**src/rtl/ms_io_bridge_pkg.sv**
```systemverilog
// Shared definitions for the IO bridge: FSM states, transfer size codes,
// bus widths and the fill pattern returned on a slot timeout.
package ms_io_bridge_pkg;

  localparam int IO_ADDR_W   = 16;
  localparam int IO_DATA_W   = 64;
  localparam int IO_SIZE_W   = 4;
  localparam int SLOT_ADDR_W = 8;
  localparam int CNT_W       = 8;

  typedef enum logic [1:0] {
    IDLE = 2'd0,
    STRB = 2'd1,
    WAIT = 2'd2,
    DONE = 2'd3
  } ioState_t;

  localparam logic [IO_SIZE_W-1:0] SIZE_NONE = 4'd0;
  localparam logic [IO_SIZE_W-1:0] SIZE_B1   = 4'd1;
  localparam logic [IO_SIZE_W-1:0] SIZE_B2   = 4'd2;
  localparam logic [IO_SIZE_W-1:0] SIZE_B4   = 4'd4;
  localparam logic [IO_SIZE_W-1:0] SIZE_B8   = 4'd8;

  localparam logic [IO_DATA_W-1:0] TIMEOUT_FILL = 64'hFFFF_FFFF_FFFF_FFFF;

  // A write takes priority; a read size presented alongside it is dropped.
  function automatic logic [IO_SIZE_W-1:0] effRdSize(input logic [IO_SIZE_W-1:0] wrSize,
                                                     input logic [IO_SIZE_W-1:0] rdSize);
    return (wrSize != SIZE_NONE) ? SIZE_NONE : rdSize;
  endfunction

endpackage

```
**src/rtl/ms_io_bridge_if.sv**
```systemverilog
// Processor-side IO port of the bridge: address, write data, sizes, read data, stall.
interface ms_io_bridge_if;
  import ms_io_bridge_pkg::*;

  logic [IO_ADDR_W-1:0] AIoAddr;
  logic [IO_DATA_W-1:0] AIoMosi;
  logic [IO_SIZE_W-1:0] AIoWrSize;
  logic [IO_SIZE_W-1:0] AIoRdSize;
  logic [IO_DATA_W-1:0] AIoMiso;
  logic                 AIoBusy;

  modport master (
    output AIoAddr, AIoMosi, AIoWrSize, AIoRdSize,
    input  AIoMiso, AIoBusy
  );

  modport slave (
    input  AIoAddr, AIoMosi, AIoWrSize, AIoRdSize,
    output AIoMiso, AIoBusy
  );

endinterface

```
**src/rtl/ms_io_bridge_rdsize.sv**
```systemverilog
// Read-data sizing: zero-extends 1/2/4-byte reads, passes 8 bytes, and treats any
// other nonzero code as a full 64-bit read. Size 0 (no read) yields zero.
module ms_io_rdsize
  import ms_io_bridge_pkg::*;
(
  input  logic [IO_SIZE_W-1:0] size,
  input  logic [IO_DATA_W-1:0] data,
  output logic [IO_DATA_W-1:0] dataOut
);

  always_comb begin
    dataOut = '0;
    case (size)
      SIZE_NONE: dataOut = '0;
      SIZE_B1:   dataOut = {56'd0, data[7:0]};
      SIZE_B2:   dataOut = {48'd0, data[15:0]};
      SIZE_B4:   dataOut = {32'd0, data[31:0]};
      default:   dataOut = data;
    endcase
  end

endmodule

```
**src/rtl/ms_io_bridge.sv**
```systemverilog
// Fans the processor's single IO port out to CSlotCnt peripheral slots: one
// strobe/ack transaction per access, bounded by a timeout, with sticky error logging.
module ms_io_bridge
  import ms_io_bridge_pkg::*;
#(
  parameter int CSlotCnt = 4,
  parameter int CTimeout = 15
) (
  input  logic                          AClkH,
  input  logic                          AResetH,
  input  logic                          AClkHEn,
  ms_io_bridge_if.slave                 io,
  output logic [SLOT_ADDR_W-1:0]        ASlotAddr,
  output logic [IO_DATA_W-1:0]          ASlotMosi,
  output logic [CSlotCnt*IO_SIZE_W-1:0] ASlotWrSize,
  output logic [CSlotCnt*IO_SIZE_W-1:0] ASlotRdSize,
  input  logic [CSlotCnt*IO_DATA_W-1:0] ASlotMiso,
  input  logic [CSlotCnt-1:0]           ASlotAck,
  input  logic                          AErrClr,
  output logic [1:0]                    AErr,
  output logic [IO_ADDR_W-1:0]          AErrAddr
);

  ioState_t                      state;
  logic [CNT_W-1:0]              waitCnt;
  logic [CNT_W-1:0]              waitCntNext;
  logic [CSlotCnt-1:0]           slotSel;
  logic [CSlotCnt-1:0]           acceptSel;
  logic [CSlotCnt*IO_SIZE_W-1:0] acceptWr;
  logic [CSlotCnt*IO_SIZE_W-1:0] acceptRd;
  logic [IO_SIZE_W-1:0]          acceptRdSize;
  logic [IO_SIZE_W-1:0]          rdSizeQ;
  logic [IO_ADDR_W-1:0]          addrQ;
  logic [IO_DATA_W-1:0]          selMiso;
  logic [IO_DATA_W-1:0]          sizedMiso;
  logic                          req;
  logic                          selAck;
  logic                          timeoutHit;
  logic [1:0]                    errSet;
  logic [1:0]                    errBase;

  assign req        = (|io.AIoWrSize) | (|io.AIoRdSize);
  assign io.AIoBusy = req & (state != DONE);

  assign acceptRdSize = effRdSize(io.AIoWrSize, io.AIoRdSize);

  // Slot indices at or beyond CSlotCnt match no bit, so an all-zero select marks unmapped.
  always_comb begin
    acceptSel = '0;
    acceptWr  = '0;
    acceptRd  = '0;
    for (int i = 0; i < CSlotCnt; i++) begin
      acceptSel[i] = (io.AIoAddr[15:8] == 8'(i));
      acceptWr[i*IO_SIZE_W +: IO_SIZE_W] = acceptSel[i] ? io.AIoWrSize : SIZE_NONE;
      acceptRd[i*IO_SIZE_W +: IO_SIZE_W] = acceptSel[i] ? acceptRdSize : SIZE_NONE;
    end
  end

  always_comb begin
    selMiso = '0;
    for (int i = 0; i < CSlotCnt; i++) begin
      if (slotSel[i]) selMiso = selMiso | ASlotMiso[i*IO_DATA_W +: IO_DATA_W];
    end
  end

  assign selAck      = |(ASlotAck & slotSel);
  assign waitCntNext = waitCnt + CNT_W'(1);
  assign timeoutHit  = (waitCntNext == CNT_W'(CTimeout));

  ms_io_rdsize uRdSize (
    .size    (rdSizeQ),
    .data    (selMiso),
    .dataOut (sizedMiso)
  );

  // An ack arriving in the final wait cycle takes precedence over the timeout.
  always_comb begin
    errSet = 2'b00;
    if (state == STRB && slotSel == '0) errSet[0] = 1'b1;
    if (state == WAIT && !selAck && timeoutHit) errSet[1] = 1'b1;
  end

  assign errBase = AErrClr ? 2'b00 : AErr;

  always_ff @(posedge AClkH) begin
    if (AResetH) begin
      state       <= IDLE;
      waitCnt     <= '0;
      slotSel     <= '0;
      rdSizeQ     <= SIZE_NONE;
      addrQ       <= '0;
      ASlotAddr   <= '0;
      ASlotMosi   <= '0;
      ASlotWrSize <= '0;
      ASlotRdSize <= '0;
      io.AIoMiso  <= '0;
    end else if (AClkHEn) begin
      case (state)
        IDLE: begin
          if (req) begin
            addrQ       <= io.AIoAddr;
            ASlotAddr   <= io.AIoAddr[7:0];
            ASlotMosi   <= io.AIoMosi;
            rdSizeQ     <= acceptRdSize;
            slotSel     <= acceptSel;
            ASlotWrSize <= acceptWr;
            ASlotRdSize <= acceptRd;
            state       <= STRB;
          end
        end
        STRB: begin
          ASlotWrSize <= '0;
          ASlotRdSize <= '0;
          if (slotSel != '0) begin
            waitCnt <= '0;
            state   <= WAIT;
          end else begin
            io.AIoMiso <= '0;
            state      <= DONE;
          end
        end
        WAIT: begin
          if (selAck) begin
            io.AIoMiso <= sizedMiso;
            state      <= DONE;
          end else if (timeoutHit) begin
            io.AIoMiso <= TIMEOUT_FILL;
            state      <= DONE;
          end else begin
            waitCnt <= waitCntNext;
          end
        end
        DONE:    state <= IDLE;
        default: state <= IDLE;
      endcase
    end
  end

  // A clear and a new error in the same cycle leave the new error set and logged.
  always_ff @(posedge AClkH) begin
    if (AResetH) begin
      AErr     <= 2'b00;
      AErrAddr <= '0;
    end else if (AClkHEn) begin
      AErr <= errBase | errSet;
      if (errSet != 2'b00 && errBase == 2'b00) AErrAddr <= addrQ;
      else if (AErrClr)                        AErrAddr <= '0;
    end
  end

endmodule
```
**src/flat_wrapper.sv**
```systemverilog
// flat-port wrapper written by rule: the top's interface ports become plain ports
module ms_io_bridge_flat import ms_io_bridge_pkg::*;
#(
  parameter int CSlotCnt = 4,
  parameter int CTimeout = 15
)
  (AClkH, AResetH, AClkHEn, ASlotAddr, ASlotMosi, ASlotWrSize, ASlotRdSize, ASlotMiso, ASlotAck, AErrClr, AErr, AErrAddr, io_AIoAddr, io_AIoMosi, io_AIoWrSize, io_AIoRdSize, io_AIoMiso, io_AIoBusy);
  ms_io_bridge_if io_i ();
  input  logic AClkH;
  input  logic AResetH;
  input  logic AClkHEn;
  output logic [SLOT_ADDR_W-1:0] ASlotAddr;
  output logic [IO_DATA_W-1:0] ASlotMosi;
  output logic [CSlotCnt*IO_SIZE_W-1:0] ASlotWrSize;
  output logic [CSlotCnt*IO_SIZE_W-1:0] ASlotRdSize;
  input  logic [CSlotCnt*IO_DATA_W-1:0] ASlotMiso;
  input  logic [CSlotCnt-1:0] ASlotAck;
  input  logic AErrClr;
  output logic [1:0] AErr;
  output logic [IO_ADDR_W-1:0] AErrAddr;
  input wire logic [$bits(io_i.AIoAddr)-1:0] io_AIoAddr;
  input wire logic [$bits(io_i.AIoMosi)-1:0] io_AIoMosi;
  input wire logic [$bits(io_i.AIoWrSize)-1:0] io_AIoWrSize;
  input wire logic [$bits(io_i.AIoRdSize)-1:0] io_AIoRdSize;
  output wire logic [$bits(io_i.AIoMiso)-1:0] io_AIoMiso;
  output wire logic [$bits(io_i.AIoBusy)-1:0] io_AIoBusy;
  assign io_i.AIoAddr = io_AIoAddr;
  assign io_i.AIoMosi = io_AIoMosi;
  assign io_i.AIoWrSize = io_AIoWrSize;
  assign io_i.AIoRdSize = io_AIoRdSize;
  assign io_AIoMiso = io_i.AIoMiso;
  assign io_AIoBusy = io_i.AIoBusy;
  ms_io_bridge #(.CSlotCnt(CSlotCnt), .CTimeout(CTimeout)) u_core (.AClkH(AClkH), .AResetH(AResetH), .AClkHEn(AClkHEn), .io(io_i), .ASlotAddr(ASlotAddr), .ASlotMosi(ASlotMosi), .ASlotWrSize(ASlotWrSize), .ASlotRdSize(ASlotRdSize), .ASlotMiso(ASlotMiso), .ASlotAck(ASlotAck), .AErrClr(AErrClr), .AErr(AErr), .AErrAddr(AErrAddr));
endmodule
```
**config.mk**
```make
export PLATFORM = sky130hd
export DESIGN_NAME = ms_io_bridge_flat
export DESIGN_NICKNAME = d
export VERILOG_FILES = /design/src/rtl/ms_io_bridge_pkg.sv /design/src/rtl/ms_io_bridge_if.sv /design/src/rtl/ms_io_bridge_rdsize.sv /design/src/rtl/ms_io_bridge.sv /design/src/flat_wrapper.sv
export SDC_FILE = /design/constraint.sdc
export NUM_CORES = 1
export LEC_CHECK = 0
export CORE_AREA = 2 2 211 213
export DETAILED_ROUTE_END_ITERATION = 7
export DIE_AREA = 0 0 213 215
export GPL_ROUTABILITY_DRIVEN = 1
export GPL_TIMING_DRIVEN = 1
export HOLD_SLACK_MARGIN = 0.03
export MAX_ROUTING_LAYER = met4
export PLACE_DENSITY = 0.55
export SYNTH_ARGS = -nofsm -noshare
export SYNTH_HDL_FRONTEND = slang
export SYNTH_SLANG_ARGS = --single-unit
export TNS_END_PERCENT = 5
```
**constraint.sdc**
```tcl
create_clock -name AClkH -period 4.5 [get_ports AClkH]
set_input_delay 0.45 -clock AClkH [delete_from_list [all_inputs] [get_ports AClkH]]
set_output_delay 0.45 -clock AClkH [all_outputs]
set_load 0.005 [all_outputs]
```
==> impl_metrics.py, run 1 <==
metrics = {
    "floorplan": {
        "io_pins": 539,
        "coreArea_um2": 43600,
        "core.rowCount": 77,
        "dieArea_um2": 45800,
        "die_w_um": 213,
        "die_h_um": 215,
        "start_util": 0.221,
    },
    "hold_path": {
        "hp-class": "primary input to flop",
    },
    "final_layout": {
        "final_cells": 2286,
        "area_growth_pct": 69.9,
        "n_fill_cell": 4500,
        "multi_input_area_um2": 4910,
        "final_cell_mix": "537 x clkdlybuf4s50_1, 225 x nand2_1, 208 x dfxtp_1",
        "regArea_um2": 4250,
        "final_common_cell": "clkdlybuf4s50_1",
        "nNetsFinal": 2029,
        "drive_above_1_share": 0.0491,
    },
    "clock_tree": {
        "clkTransAtPathRegs_ns": 0.06,
        "worstSkewPairLatency_ns": 0.54,
        "holdBufCountCts": 0,
        "cts_resized": 0,
        "post_cts_buffers": 0,
        "cts_max_level": 1,
        "cts_buffers": 26,
        "max-clock-path-buffers": 3,
        "cts_sinks": 212,
        "cts_tree": "built",
        "cts_root_buf": "clkbuf_16",
    },
    "worst_setup_path": {
        "startpoint_type": "flop",
        "arrival_ns": 3.38,
        "cp-end-kind": "flop",
        "rrSetupSlack_ns": 1.57,
        "critPathKind": "flop to flop",
        "cp_max_fo": 24,
        "cp.required_ns": 4.95,
    },
    "synth": {
        "synthMuxAreaShare": 0.00104,
        "yosys.area_share.simple": 0.162,
        "synth-edff-count": 0,
        "async_flop_share": 0,
        "synth.avg_cell_area_um2": 8.06,
        "synth.yosys.seq_area_share": 0.441,
        "ys_ff_latch": 212,
        "synth_xor_area_frac": 0.00273,
        "synth-compound-area-share": 0.329,
        "syn-num-nets": 1554,
        "synth.distinct_cells": 48,
        "yosysWarnings": 0,
        "syn_inst": 1195,
        "syn_area_um2": 9630,
        "synth_top_family_by_area": "compound AO/OA/AOI/OAI gates",
        "synthAdderAreaFrac": 0.0101,
        "ys.flop_type": "dfxtp_1",
    },
    "routing": {
        "vias": 11100,
        "remaining_drc_errors": 0,
        "drt_iter0_markers": 622,
        "wl_um": 47400,
        "postRouteAntennaNets": 0,
        "viasPerCell": 4.88,
        "firstDrtPassIters": 5,
        "wire_per_inst_um": 20.8,
    },
    "timing": {
        "finalSetupTns_ns": 0,
        "min_period_ns": 2.93,
        "grt_setup_unrepaired": "false",
        "min_period_over_period": 0.652,
        "tightest_slew_ns": 1.14,
        "slew_headroom": 0.239,
        "finalHoldViolations": 0,
        "finClkSkew_ns": 0.0107,
        "fin_hold_ws_ns": 0.361,
        "timing.final.ws_setup_ns": 1.57,
        "slew_viol_final": 0,
        "max_freq_ghz": 0.341,
        "finalSetupViolations": 0,
    },
    "power_and_ir_drop": {
        "total_power_w": 0.00519,
        "switching_share": 0.274,
        "p_sw_w": 0.00142,
        "power_frac_comb": 0.195,
        "p_seq_frac": 0.397,
        "power_density_nw_per_um2": 317,
        "pwr-share-clk": 0.408,
        "ir_drop_mv": 0.244,
        "p_int_w": 0.00377,
        "p_leak_nw": 5.47,
    },
    "global_route": {
        "grt_pass1_wl_um": 68800,
        "antenna_found_initial": 3,
        "track_usage": 0.202,
        "grt-ovfl-total": 0,
        "grt_pass1_vias": 11100,
        "grt_max_degree": 91,
    },
    "placed_design": {
        "place_hpwl_um": 34200,
        "dp_slack_ns": 1.34,
        "io_buffers": 538,
        "place_congestion": 0.902,
        "place_inst": 2234,
    },
    "outcome": {
        "status": "completed",
    },
    "flow_run": {
        "maxCapViolations": 0,
    },
}
cells by family (layout without fill, tap and decap cells):
logic type	count (synthesis)	in the layout
multiplexers	1	1
flip-flops	212	212
XOR/XNOR	3	3
AND/OR/NAND/NOR	375	375
other	0	4
AO/OA/AOI/OAI	470	470
adder cells (fa/ha/maj)	8	8
buffers and inverters	126	621
worst paths after layout:
path,startpoint,end,cells past startpoint
worst max-delay path,u_core.state[1],u_core.io.AIoMiso[18],8
worst min-delay path,AResetH,u_core.AErr[0],2
worst max register to register,u_core.state[1],u_core.io.AIoMiso[18],8
worst min register to register,u_core.ASlotRdSize[8],u_core.ASlotRdSize[8],2
worst max-delay path: stages (launching register included):
cell and delay [ns]:
dfxtp_1 0.35, inv_1 0.11, ha_1 0.47, inv_1 0.20, o211a_1 0.35, buf_4 0.25
nand2_1 0.61, o21ai_0 0.21, a211oi_1 0.27
final cells by class:
class	instances	share of cell area
diodes	4	0.000612
flip-flops and latches	212	0.260
repair buffers	563	0.340
clock buffers	39	0.0471
inverters	10	0.00229
multi-input cells	857	0.300
well taps	592	0.0453
clock inverters	9	0.00489
Yosys cell counts, types with 3 or more instances:
master	count	share of area
a211oi_1	36	0.028
a21oi_1	157	0.082
a221oi_1	33	0.030
a22o_1	48	0.044
a22oi_1	66	0.051
a32o_1	32	0.033
a32oi_1	3	0.0027
and2_1	3	0.0019
and3_1	7	0.0045
buf_1	15	0.0058
buf_2	8	0.0042
buf_4	11	0.0086
clkbuf_1	82	0.032
dfxtp_1	212	0.44
ha_1	7	0.0091
inv_1	10	0.0039
nand2_1	225	0.088
nand3_1	43	0.022
nor2_1	73	0.028
nor2b_1	5	0.0032
nor3_1	7	0.0036
nor4_1	4	0.0026
o211ai_1	5	0.0039
o21a_1	3	0.0023
o21ai_0	68	0.035
o31ai_1	3	0.0023
xor2_1	3	0.0027
metrics by stage:
step / instance area [µm²] / utilization
after floorplan: 9630 / -
after global placement: 15500 / 0.355
after detailed placement: 15500 / 0.355
after CTS: 16400 / 0.375
after global routing: 16400 / 0.375
final: 16400 / 0.375
layer usage:
metal / wire length, µm / up-vias / GRT usage
met2: 22800 / 483 / 0.341
li1: - / 5337 / -
met1: 18600 / 5263 / 0.227
met4: 1520 / 0 / 0.0653
met3: 4490 / 63 / 0.0590
met5: 0 / - / -
state kept, by name, indices dropped and copies added (netlist names), 8 cells and up:
name                flops
u_core.AErrAddr        16
u_core.ASlotMosi       64
u_core.ASlotRdSize     16
u_core.ASlotWrSize     16
u_core.addrQ           16
u_core.io.AIoMiso      64
u_core.waitCnt          8
power groups by stage:
stage / registers (W) / clock network [W] / logic (W)
CTS: 0.00206 / 0.00220 / 0.00103
global route: 0.00207 / 0.00227 / 0.00111
detailed placement: 0.00210 / 0 / 0.00102
floorplan: 0.00209 / 0 / 0.000369
global placement: 0.00209 / 0 / 0.00102
finish: 0.00206 / 0.00212 / 0.00101
Note: power is estimated with default switching activity, not from simulation.
==> run 2, diff against run 1 <==
CORE_AREA = 2 2 208 210   (was 2 2 211 213)
DIE_AREA = 0 0 210 212   (was 0 0 213 215)
PLACE_DENSITY = 0.58   (was 0.55)
clock period = 2.5 ns   (was 4.5 ns; I/O delays follow)
==> impl_metrics.py, run 2 (synthesis gave the netlist of run 1 again) <==
metrics = {
    "outcome": {
        "status": "completed",
    },
    "routing": {
        "remaining_drc_errors": 0,
        "viasPerCell": 4.94,
        "top_layer": "met4",
        "vias": 11200,
        "dr_wl_met3_um": 4080,
        "wl_um": 45800,
        "wl_met2_um": 21900,
        "firstDrtPassIters": 5,
        "drt_iter0_markers": 737,
        "wire_per_inst_um": 20.3,
        "postRouteAntennaNets": 0,
        "drt-met1-wl_um": 18600,
    },
    "global_route": {
        "grt_pass1_wl_um": 67100,
        "grt-ovfl-total": 0,
        "grt_max_degree": 124,
        "track_usage": 0.201,
        "grt_pass1_vias": 11200,
        "antenna_found_initial": 7,
    },
    "timing": {
        "min_period_ns": 2.36,
        "max_freq_ghz": 0.424,
        "slew_viol_final": 0,
        "finalHoldViolations": 0,
        "finClkSkew_ns": 0.0268,
        "slew_headroom": 0.350,
        "grt_setup_unrepaired": "false",
        "finalSetupTns_ns": 0,
        "finalSetupViolations": 0,
        "tightest_slew_ns": 0.969,
        "min_period_over_period": 0.944,
    },
    "placed_design": {
        "io_buffers": 538,
        "place_hpwl_um": 33500,
        "place_congestion": 0.888,
        "place_inst": 2205,
    },
    "final_layout": {
        "nNetsFinal": 2047,
        "drive_above_1_share": 0.0615,
        "top_regs": "u_core.ASlotMosi x64, u_core.io.AIoMiso x64",
        "final_common_cell": "clkdlybuf4s50_1",
        "final_cell_mix": "537 x clkdlybuf4s50_1, 225 x nand2_1, 208 x dfxtp_1",
        "final_cells": 2261,
        "n_fill_cell": 4334,
        "area_growth_pct": 73.2,
    },
    "floorplan": {
        "dieArea_um2": 44500,
        "io_pins": 539,
        "die_w_um": 210,
        "coreArea_um2": 42500,
        "start_util": 0.227,
        "die_h_um": 212,
        "core.rowCount": 76,
    },
    "clock_tree": {
        "clkTransAtPathRegs_ns": 0.07,
        "cts_tree": "built",
        "max-clock-path-buffers": 3,
        "cts_resized": 0,
        "cts_buffers": 26,
        "cts_sinks": 212,
        "worstSkewPairLatency_ns": 0.56,
        "cts_root_buf": "clkbuf_16",
        "cts_max_level": 1,
    },
    "worst_setup_path": {
        "arrival_ns": 2.80,
        "critPathKind": "flop to flop",
        "cp_max_fo": 32,
        "rrSetupSlack_ns": 0.14,
        "cp-end-kind": "flop",
        "reg2reg_depth": 8,
        "startpoint_type": "flop",
        "cp.required_ns": 2.94,
    },
    "hold_path": {
        "hold_depth": 3,
        "hp-class": "primary input to flop",
    },
    "power_and_ir_drop": {
        "ir_drop_mv": 0.555,
        "p_leak_nw": 5.63,
        "power_density_nw_per_um2": 581,
    },
    "flow_run": {
        "maxCapViolations": 0,
    },
}
[run 2: cell count changes in the layout (fill, tap and decap cells not counted), moves of 2 or more]
cell / change
buf_12: +12
buf_4: +5
bufinv_16: +4
clkbuf_1: -4
clkbuf_8: -3
diode_2: +3
clkinvlp_4: +2
[run 2: final cells by class]
cell class / count / area (µm²) / area share
Inverter: 10 / 37.5 / 0.00225
Timing Repair Buffer: 581 / 5860 / 0.351
Multi-Input combinational cell: 857 / 4910 / 0.294
Sequential cell: 212 / 4250 / 0.255
Tap cell: 546 / 683 / 0.0409
Clock buffer: 31 / 689 / 0.0413
Antenna cell: 7 / 17.5 / 0.00105
Clock inverter: 17 / 240 / 0.0144
[run 2: critical path, stage by stage (launching register included)]
cell	delay [ns]
dfxtp_1	0.49
ha_1	0.29
xor2_1	0.16
nand3b_1	0.14
nor4_4	0.39
buf_4	0.24
a311oi_4	0.11
buf_12	0.21
a32o_1	0.21
[run 2: metrics by stage]
stage / utilization / area, µm² / worst slack, ns / total power [W] / hold slack (ns)
global placement: 0.370 / 15700 / 0.0691 / 0.00565 / 0.440
CTS: 0.392 / 16700 / 0.156 / 0.00987 / 0.194
floorplan: - / 9630 / 0.406 / 0.00442 / 0.386
finish: 0.393 / 16700 / 0.140 / 0.00970 / 0.237
detailed placement: 0.370 / 15700 / 0.0258 / 0.00567 / 0.446
global route: 0.393 / 16700 / 0.00196 / 0.0102 / 0.213
[run 2: worst paths after layout]
| kind | start | endpoint |
|---|---|---|
| max | u_core.waitCnt[0] | u_core.io.AIoMiso[46] |
| min | io_AIoMosi[48] | u_core.ASlotMosi[48] |
| max reg2reg | u_core.waitCnt[0] | u_core.io.AIoMiso[46] |
| min reg2reg | u_core.ASlotMosi[29] | u_core.ASlotMosi[29] |
[run 2: what timing repair did]
item / 4_1_cts / 5_1_grt
hold buffers: 1 / 0
buffers inserted: 0 / 0
endpoints found under the hold margin: 1 / 0
[run 2: power by group]
group          total [W]  switching [W]  internal, W
Combinational    0.00189       0.000845      0.00105
Clock            0.00410        0.00160      0.00250
Sequential       0.00370       0.000132      0.00357
Total            0.00970        0.00258      0.00711
[run 2: per-layer routing]
metal | GRT usage | vias up
li1 | - | 5375
met5 | - | -
met2 | 0.336 | 495
met4 | 0.0699 | 0
met3 | 0.0585 | 60
met1 | 0.231 | 5248
==> run 3, diff against run 2 <==
CORE_AREA = 2 2 211 213   (was 2 2 208 210)
CTS_CLUSTER_DIAMETER = 100   (was not set)
DIE_AREA = 0 0 213 215   (was 0 0 210 212)
PLACE_DENSITY = 0.55   (was 0.58)
clock period = 2.6 ns   (was 2.5 ns; I/O delays follow)
==> impl_metrics.py, run 3 (synthesis gave the netlist of run 1 again) <==
metrics = {
    "outcome": {
        "status": "completed",
    },
    "timing": {
        "slew_viol_final": 0,
        "slew_headroom": 0.493,
        "finClkSkew_ns": 0.0143,
        "grt_setup_unrepaired": "false",
        "tightest_slew_ns": 0.760,
        "min_period_over_period": 0.918,
        "finalHoldViolations": 0,
        "finalSetupViolations": 0,
        "max_freq_ghz": 0.419,
        "finalSetupTns_ns": 0,
        "fin_hold_ws_ns": 0.259,
        "min_period_ns": 2.39,
    },
    "final_layout": {
        "nNetsFinal": 2052,
        "drive_above_1_share": 0.0630,
        "final_common_cell": "clkdlybuf4s50_1",
        "fin_area_um2": 16800,
        "final_cell_mix": "537 x clkdlybuf4s50_1, 225 x nand2_1, 208 x dfxtp_1",
        "top_regs": "u_core.ASlotMosi x64, u_core.io.AIoMiso x64",
        "n_fill_cell": 4516,
        "area_growth_pct": 74.3,
        "fin_util": 0.385,
    },
    "placed_design": {
        "place_congestion": 0.920,
        "place_hpwl_um": 35100,
        "io_buffers": 538,
        "dpl-instance-area_um2": 15800,
    },
    "routing": {
        "wl_um": 47400,
        "remaining_drc_errors": 0,
        "drt_iter0_markers": 590,
        "viasPerCell": 4.87,
        "postRouteAntennaNets": 0,
        "vias": 11300,
        "wire_per_inst_um": 20.5,
        "firstDrtPassIters": 5,
    },
    "global_route": {
        "grt_pass1_vias": 11200,
        "grt-ovfl-total": 0,
        "grt_max_degree": 124,
        "antenna_found_initial": 5,
        "track_usage": 0.201,
        "grt_pass1_wl_um": 68600,
    },
    "worst_setup_path": {
        "startpoint_type": "flop",
        "max_stage_delay_ns": 0.57,
        "arrival_ns": 2.81,
        "cp_slowest_cell": "a211oi_1",
        "cp.required_ns": 3.03,
        "crit_buf_inv": 2,
        "cp.depth": 8,
        "reg2reg_depth": 8,
        "cp_max_fo": 7,
        "cp-end-kind": "flop",
        "cp_common_cell": "a211oi_1",
        "critPathKind": "flop to flop",
        "rrSetupSlack_ns": 0.21,
        "critPathTopFamily": "compound AO/OA/AOI/OAI gates",
        "cp_cell_sequence": "inv_1, ha_1, buf_4, nor2_1, a211oi_1, nand2_1, a211oi_1, o32ai_1",
    },
    "clock_tree": {
        "max-clock-path-buffers": 3,
        "cts_root_buf": "clkbuf_16",
        "cts_buffers": 28,
        "cts_tree": "built",
        "worstSkewPairLatency_ns": 0.55,
        "cts_max_level": 1,
        "cts_sinks": 212,
        "clkTransAtPathRegs_ns": 0.06,
    },
    "power_and_ir_drop": {
        "power_density_nw_per_um2": 562,
        "p_leak_nw": 5.68,
        "total_power_w": 0.00944,
        "ir_drop_mv": 0.402,
    },
    "floorplan": {
        "dieArea_um2": 45800,
        "die_h_um": 215,
        "core.rowCount": 77,
        "coreArea_um2": 43600,
        "die_w_um": 213,
        "start_util": 0.221,
        "io_pins": 539,
    },
    "flow_run": {
        "maxCapViolations": 0,
    },
    "hold_path": {
        "hold_depth": 3,
        "hp-class": "primary input to flop",
    },
}
[run 3: changes by cell type in the layout (fill, tap and decap cells not counted), sizes merged, moves of 3 or more]
cell	before	now
clkinvlp	3	0
buf	43	46
clkinv	8	4
bufinv	5	2
clkbuf	31	46
[run 3: repair_timing]
item | CTS | global route
buffers inserted | 0 | 1
setup endpoints to repair | 0 | 34
gates resized for setup | 0 | 0
hold buffers | 1 | 0
endpoints found under the hold margin | 1 | 0
[run 3: layout make-up]
| cell class | count | area (µm²) | share of cell area |
|---|---|---|---|
| Antenna cell | 6 | 15.0 | 0.000894 |
| Clock buffer | 46 | 900 | 0.0536 |
| Clock inverter | 6 | 83.8 | 0.00499 |
| Inverter | 10 | 37.5 | 0.00224 |
| Multi-Input combinational cell | 857 | 4910 | 0.292 |
| Sequential cell | 212 | 4250 | 0.253 |
| Tap cell | 592 | 741 | 0.0441 |
| Timing Repair Buffer | 584 | 5860 | 0.349 |
[run 3: path summary, 6_finish.rpt]
check / from / to
min reg2reg: u_core.ASlotWrSize[10] / u_core.ASlotWrSize[10]
max reg2reg: u_core.state[0] / u_core.waitCnt[3]
max: u_core.state[0] / u_core.waitCnt[3]
min: io_AIoMosi[50] / u_core.ASlotMosi[50]
[run 3: power by group]
part	leakage (nW)	internal [W]	total (W)	switching (W)
sequential	1.72	0.00343	0.00357	0.000136
clock	0.488	0.00254	0.00405	0.00151
combinational	3.47	0.00100	0.00183	0.000825
total	5.68	0.00698	0.00944	0.00247
[run 3: stage by stage]
step | worst slack [ns] | cells
floorplan | 0.506 | 1195
global placement | 0.0234 | 2253
detailed placement | 0.0127 | 2253
CTS | 0.126 | 2306
global route | 0.00434 | 2312
finish | 0.212 | 2313
[run 3: per-layer routing]
layer  GRT usage  part of all wire  vias up
met5           -                 0        -
met4      0.0741             0.034        0
li1            -                 -     5378
met3      0.0570             0.095       76
met2       0.337              0.48      519
met1       0.226              0.39     5293
[run 3: tightest hold or removal path, cell delays in order]
cell             delay [ns]
clkdlybuf4s50_1        0.39
nand2_1                0.06
a21oi_1                0.05
